**src/rtl/sd_fill_writer_pkg.sv**
```systemverilog
// sd_fill_pkg: shared state encoding, register offsets and CTRL bit positions
// for the SDRAM fill writer.
package sd_fill_pkg;
    typedef enum logic [1:0] {IDLE, REQ, BURST, DONE} state_t;
    localparam logic [3:0] OFF_DEST = 4'd0;
    localparam logic [3:0] OFF_LEN  = 4'd4;
    localparam logic [3:0] OFF_PAT  = 4'd6;
    localparam logic [3:0] OFF_CTRL = 4'd8;
    localparam int CTRL_START = 0;
    localparam int CTRL_INC   = 1;
    localparam int CTRL_ABORT = 2;
    localparam int BURST_WORDS_DEF = 8;
endpackage

```
**src/rtl/sd_fill_writer_regs.sv**
```systemverilog
// sd_fill_regs: byte-wide command register file with the cmd_write/cmd_done
// handshake; emits one-cycle start/abort strobes for the fill FSM.
module sd_fill_regs
    import sd_fill_pkg::*;
#(
    parameter int LEN_W = 16
) (
    input  logic             clk_i,
    input  logic             reset_i,
    input  logic [3:0]       cmd_address_i,
    input  logic [7:0]       cmd_byte_i,
    input  logic             cmd_write_i,
    input  logic             busy_i,
    output logic             cmd_done_o,
    output logic [31:0]      dest_o,
    output logic [LEN_W-1:0] len_o,
    output logic [15:0]      pat_o,
    output logic             inc_o,
    output logic             start_o,
    output logic             abort_o
);
    logic             cmd_done_q, start_q, abort_q, inc_q;
    logic [31:0]      dest_q;
    logic [LEN_W-1:0] len_q;
    logic [15:0]      pat_q;
    logic             wr, ctrl_wr;

    // A held cmd_write only performs its write on the first, unacknowledged cycle.
    assign wr      = cmd_write_i && !cmd_done_q;
    assign ctrl_wr = wr && cmd_address_i == OFF_CTRL;

    always_ff @(posedge clk_i or posedge reset_i) begin
        if (reset_i) begin
            cmd_done_q <= 1'b0;
            start_q    <= 1'b0;
            abort_q    <= 1'b0;
            inc_q      <= 1'b0;
            dest_q     <= '0;
            len_q      <= '0;
            pat_q      <= '0;
        end else begin
            cmd_done_q <= cmd_write_i;
            start_q    <= ctrl_wr && cmd_byte_i[CTRL_START] && !busy_i;
            abort_q    <= ctrl_wr && cmd_byte_i[CTRL_ABORT];
            if (wr && !busy_i) begin
                if (cmd_address_i < OFF_LEN)
                    dest_q[{cmd_address_i[1:0], 3'b000} +: 8] <= cmd_byte_i;
                else if (cmd_address_i < OFF_PAT)
                    len_q[{cmd_address_i[0], 3'b000} +: 8] <= cmd_byte_i;
                else if (cmd_address_i < OFF_CTRL)
                    pat_q[{cmd_address_i[0], 3'b000} +: 8] <= cmd_byte_i;
                else if (cmd_address_i == OFF_CTRL)
                    inc_q <= cmd_byte_i[CTRL_INC];
            end
        end
    end

    assign cmd_done_o = cmd_done_q;
    assign dest_o     = dest_q;
    assign len_o      = len_q;
    assign pat_o      = pat_q;
    assign inc_o      = inc_q;
    assign start_o    = start_q;
    assign abort_o    = abort_q;
endmodule

```
**src/rtl/sd_fill_writer.sv**
```systemverilog
// sd_fill_writer: fills an SDRAM halfword region with a constant or incrementing
// pattern through the shared sd_* burst port, 8-word bursts plus single-word tails.
module sd_fill_writer
    import sd_fill_pkg::*;
#(
    parameter int BURST_WORDS = BURST_WORDS_DEF,
    parameter int LEN_W       = 16
) (
    input  logic        clk_i,
    input  logic        reset_i,
    input  logic [3:0]  cmd_address_i,
    input  logic [7:0]  cmd_byte_i,
    input  logic        cmd_write_i,
    output logic        cmd_done_o,
    output logic        busy_o,
    output logic        fill_done_o,
    output logic [31:0] sd_address_o,
    output logic        sd_rw_req_o,
    output logic        sd_rw_o,
    output logic [15:0] sd_write_data_o,
    output logic        sd_burst_len_o,
    input  logic        sd_data_bursting_i
);
    localparam int CNT_W = $clog2(BURST_WORDS + 1);

    state_t           state_q;
    logic [31:0]      addr_q, dest;
    logic [LEN_W-1:0] rem_q, len;
    logic [15:0]      data_q, pat;
    logic [CNT_W-1:0] cnt_q;
    logic             inc_q, abort_q, busy_q, fill_done_q, req_q, blen_q;
    logic             inc, start_s, abort_s, active;

    sd_fill_regs #(.LEN_W(LEN_W)) u_regs (
        .clk_i        (clk_i),
        .reset_i      (reset_i),
        .cmd_address_i(cmd_address_i),
        .cmd_byte_i   (cmd_byte_i),
        .cmd_write_i  (cmd_write_i),
        .busy_i       (busy_q),
        .cmd_done_o   (cmd_done_o),
        .dest_o       (dest),
        .len_o        (len),
        .pat_o        (pat),
        .inc_o        (inc),
        .start_o      (start_s),
        .abort_o      (abort_s)
    );

    function automatic logic full_burst(input logic [LEN_W-1:0] n);
        return n >= LEN_W'(BURST_WORDS);
    endfunction

    assign active = state_q == REQ || state_q == BURST;

    always_ff @(posedge clk_i or posedge reset_i) begin
        if (reset_i) begin
            state_q     <= IDLE;
            addr_q      <= '0;
            rem_q       <= '0;
            data_q      <= '0;
            cnt_q       <= '0;
            inc_q       <= 1'b0;
            abort_q     <= 1'b0;
            busy_q      <= 1'b0;
            fill_done_q <= 1'b0;
            req_q       <= 1'b0;
            blen_q      <= 1'b0;
        end else begin
            fill_done_q <= 1'b0;
            if (active && abort_s)
                abort_q <= 1'b1;
            // cnt_q bounds consumption to the granted burst, so overrun cycles are ignored.
            if (active && sd_data_bursting_i && cnt_q != '0) begin
                addr_q <= addr_q + 32'd2;
                rem_q  <= rem_q - LEN_W'(1);
                cnt_q  <= cnt_q - CNT_W'(1);
                data_q <= inc_q ? data_q + 16'd1 : data_q;
            end
            case (state_q)
                IDLE: if (start_s) begin
                    addr_q  <= dest & 32'hFFFF_FFFE;
                    rem_q   <= len;
                    data_q  <= pat;
                    inc_q   <= inc;
                    abort_q <= 1'b0;
                    if (len != '0) begin
                        state_q <= REQ;
                        busy_q  <= 1'b1;
                        req_q   <= 1'b1;
                        blen_q  <= full_burst(len);
                        cnt_q   <= full_burst(len) ? CNT_W'(BURST_WORDS) : CNT_W'(1);
                    end else begin
                        state_q     <= DONE;
                        fill_done_q <= 1'b1;
                    end
                end
                REQ: if (sd_data_bursting_i) begin
                    req_q   <= 1'b0;
                    state_q <= BURST;
                end
                BURST: if (!sd_data_bursting_i) begin
                    if (rem_q == '0 || abort_q) begin
                        state_q     <= DONE;
                        busy_q      <= 1'b0;
                        fill_done_q <= 1'b1;
                    end else begin
                        state_q <= REQ;
                        req_q   <= 1'b1;
                        blen_q  <= full_burst(rem_q);
                        cnt_q   <= full_burst(rem_q) ? CNT_W'(BURST_WORDS) : CNT_W'(1);
                    end
                end
                DONE: state_q <= IDLE;
                default: state_q <= IDLE;
            endcase
        end
    end

    assign busy_o          = busy_q;
    assign fill_done_o     = fill_done_q;
    assign sd_address_o    = addr_q;
    assign sd_rw_req_o     = req_q;
    assign sd_rw_o         = 1'b1;
    assign sd_write_data_o = data_q;
    assign sd_burst_len_o  = blen_q;
endmodule
```
**config.mk**
```make
export PLATFORM = sky130hd
export DESIGN_NAME = sd_fill_writer
export DESIGN_NICKNAME = d
export VERILOG_FILES = /design/src/rtl/sd_fill_writer_pkg.sv /design/src/rtl/sd_fill_writer_regs.sv /design/src/rtl/sd_fill_writer.sv
export SDC_FILE = /design/constraint.sdc
export NUM_CORES = 1
export LEC_CHECK = 0
export ABC_AREA = 1
export BUFFER_PORTS_ARGS = -buffer_cell sky130_fd_sc_hd__buf_2
export CORE_ASPECT_RATIO = 1.25
export CORE_MARGIN = 2
export CORE_UTILIZATION = 58
export DETAILED_ROUTE_END_ITERATION = 7
export PLACE_DENSITY = 0.87
export SKIP_CTS_REPAIR_TIMING = 1
export SLEW_MARGIN = 20
export SYNTH_ARGS = -nofsm -noshare
export SYNTH_HDL_FRONTEND = slang
export SYNTH_SLANG_ARGS = --single-unit
```
**constraint.sdc**
```tcl
create_clock -name clk_i -period 6.14 [get_ports clk_i]
set_input_delay 1.228 -clock clk_i [delete_from_list [all_inputs] [get_ports clk_i]]
set_output_delay 1.228 -clock clk_i [all_outputs]
set_load 0.005 [all_outputs]
```
==> flow_summary.toml <==
[worst_setup_path]
worstSetupStartpointType = "input port"
r2r_cells = 7
regToRegStartpoint = "state_q[0]"
crit_path_top_delay_cell = "nor2_1"
cp_common_cell = "inv_1"
crit_end = "u_regs.dest_o[14]"
cp.required_ns = 6.48
crit_buf_inv = 3
timing.rr.end = "rem_q[14]"
path_delay_family = "simple AND/OR/NAND/NOR gates"
r2r_slack_ns = 3.89
end_kind = "flip-flop"
crit_type = "in -> reg"
crit_start = "cmd_address_i[0]"
cp_num_cells = 7
path_cells = "buf_2 -> inv_1 -> ha_1 -> inv_1 -> nor2_1 -> nand3_1 -> o21ai_0"
cp_slowest_stage_delay_ns = 0.70
cp_max_fo = 21
crit_arrival_ns = 3.22

[power]
power.total_w = 0.00349
p_per_area_mw_per_mm2 = 389
ir_drop_uv = 188
p_leak_nw = 4.79

[grt]
grt_max_degree = 107
antenna_found_initial = 0
grt_use_total = 0.294
grt_pass1_wl_mm = 32.9
grt_pass1_vias = 6842
gr-total-overflow = 0

[yosys]
synth_cell_types = 45
ys_seq_elements = 142
yosys_warnings = 0
synth_area_mm2 = 0.00789
avgSynthCellArea_um2 = 7.69
yosysSeqAreaShare = 0.450
syn_inst = 1027
synth.net_count = 1057

[floorplan]
initial_core_util = 0.594
core_mm2 = 0.0133
die_h_um = 134
dieArea_mm2 = 0.0146
die_w_um = 108
io_pins = 70
rows = 47

[detailed_routing]
routed_via_density = 5.70
wl_per_cell_um = 16.1
met3_length_mm = 1.35
m1WireLength_mm = 7.80
wl_met2_mm = 10.4
wirelength_mm = 20.5
firstDrtPassIters = 5
ant_nets = 0
routed-via-count = 7238
dr.max_layer_used = "met4"
drt_iter0_drc = 535
drc_errors = 0

[hold_path]
hp-class = "reg -> reg"

[layout]
layout-drive-gt1-share = 0.137
antenna_cells = 0
finalNonFillerCells = 1269
nFillCells = 1069
fin_nets = 1116
area_growth_pct = 13.7

[timing]
finClkSkew_ns = 0.00792
fin_hold_ws_ns = 0.469
relSlewSlack = 0.271
worst_slew_pin_slew_ns = 1.09
rsz0062_at_grt = "no"
report.final.hold_viol_count = 0
post-route-period-util = 0.468
fin_crit_ns = 2.88
drv_slew = 0
finalSetupViolations = 0
fin_tns_setup_ns = 0
max_freq_mhz = 348

[placed_design]
dp_cells = 1238
dpl.hpwl_mm = 14.0
place_congestion = 0.895
io_buffer_count = 67

[flow_run]
max_cap_viol_count = 0

[clock_network]
clockRootBuffer = "clkbuf_16"
cts.sinks = 142
worstSkewPairLatency_ns = 0.43
cts_tree = "done"
numCtsBuffers = 17
htreeDepth = 4
clkTransAtPathRegs_ns = 0.06
clockBufferDepth = 2

[status]
outcome = "completed"
-- registers in the layout, indices dropped and copies added (netlist names) --
signal	flops
sd_address_o	31
u_regs.dest_o	31
rem_q	16
sd_write_data_o	16
u_regs.len_o	16
u_regs.pat_o	16
cnt_q	4
state_q	2
abort_q	1
busy_o	1
fill_done_o	1
inc_q	1
sd_burst_len_o	1
sd_rw_req_o	1
u_regs.abort_o	1
u_regs.cmd_done_o	1
u_regs.inc_o	1
u_regs.start_o	1
-- cell usage after synthesis --
cell type,number,area (µm²)
nand2_1,260,976
dfrtp_1,142,3550
inv_1,123,462
nor2_1,115,432
o21ai_0,84,420
nand3_1,73,365
a21oi_1,37,185
nand4_1,27,169
xor2_1,18,158
ha_1,14,175
clkbuf_1,11,41.3
nor2_4,11,124
buf_2,10,50.1
o21ai_1,10,50.1
nand2_2,9,56.3
nor3_1,9,45.0
o21bai_1,8,60.1
a31oi_1,6,37.5
buf_4,5,37.5
nand2_4,5,56.3
nor2_2,5,31.3
xnor2_1,5,43.8
nand3_2,4,40.0
nand3b_1,4,30.0
o22ai_1,4,25.0
nor2_8,3,60.1
a21oi_2,2,17.5
a22oi_1,2,15.0
buf_6,2,22.5
conb_1,2,7.51
inv_2,2,7.51
or2_2,2,12.5
a21boi_0,1,7.51
a21oi_4,1,16.3
buf_1,1,3.75
clkinv_2,1,5.00
nand2_8,1,20.0
nand3_4,1,17.5
nor3b_1,1,7.51
nor4_1,1,6.26
nor4_2,1,12.5
o211ai_1,1,7.51
o21a_1,1,7.51
o21ai_2,1,8.76
o31ai_1,1,7.51
-- routing by layer --
metal	vias to the layer above	track usage
li1	3414	-
met1	3420	0.351
met2	324	0.499
met3	80	0.0598
met4	0	0.152
met5	-	0
-- kinds of logic (layout without fill, tap and decap cells) --
group                    after synthesis  count (layout)  share of synthesized area
XOR/XNOR                              23              23                     0.0255
AO/OA/AOI/OAI                        159             159                      0.110
AND/OR/NAND/NOR                      532             532                      0.312
flip-flops                           142             142                      0.450
other                                  2               2                   0.000951
adder cells (fa/ha/maj)               14              14                     0.0222
buffers and inverters                155             226                     0.0797
-- per-stage QoR --
step | util | instance area (µm²) | worst slack, ns
4_1_cts | 0.675 | 8970 | 3.31
5_1_grt | 0.675 | 8970 | 3.06
2_1_floorplan | - | 7890 | 1.10
3_5_place_dp | 0.626 | 8320 | 2.87
3_3_place_gp | 0.626 | 8320 | 2.93
6_report | 0.675 | 8970 | 3.26
-- cells in the final DEF (no fill, tap or decap), types with 10 or more instances in the layout --
master / Yosys / final
nand2_1: 260 / 259
dfrtp_1: 142 / 142
inv_1: 123 / 122
nor2_1: 115 / 115
o21ai_0: 84 / 84
nand3_1: 73 / 73
buf_2: 10 / 67
a21oi_1: 37 / 37
nand4_1: 27 / 27
xor2_1: 18 / 18
clkbuf_16: 0 / 17
ha_1: 14 / 14
nor2_4: 11 / 11
o21ai_1: 10 / 10
-- where the power goes --
group | internal (W) | switching, W | total (W) | leakage [nW]
Sequential | 0.00111 | 0.000166 | 0.00128 | 1.68
Combinational | 0.000355 | 0.000694 | 0.00105 | 2.79
Clock | 0.000767 | 0.000396 | 0.00116 | 0.323
Total | 0.00224 | 0.00126 | 0.00349 | 4.79
-- how the worst min path moves through the flow --
stage | from | end | cells after the start | slack (ns)
2_1_floorplan | u_regs.pat_o[4] | u_regs.pat_o[4] | 2 | 0.45
3_3_place_gp | sd_rw_req_o | sd_rw_req_o | 2 | 0.45
3_5_place_dp | sd_rw_req_o | sd_rw_req_o | 2 | 0.46
4_1_cts | sd_rw_req_o | sd_rw_req_o | 2 | 0.47
5_1_grt | u_regs.pat_o[2] | u_regs.pat_o[2] | 2 | 0.51
6_report | sd_rw_req_o | sd_rw_req_o | 2 | 0.47
-- tightest hold or removal path: stages (launching register included) --
cell and delay (ns):
dfrtp_1 0.34, nand2_1 0.05, nand2_1 0.04
-- final cells by class --
type / instances / area, µm² / share of cell area
repair buffers: 69 / 350 / 0.0390
clock buffers: 19 / 443 / 0.0494
flip-flops and latches: 142 / 3550 / 0.396
inverters: 126 / 479 / 0.0534
clock inverters: 12 / 216 / 0.0241
well taps: 171 / 214 / 0.0238
multi-input cells: 730 / 3720 / 0.414
No activity file was read; power rests on OpenSTA's default activity.
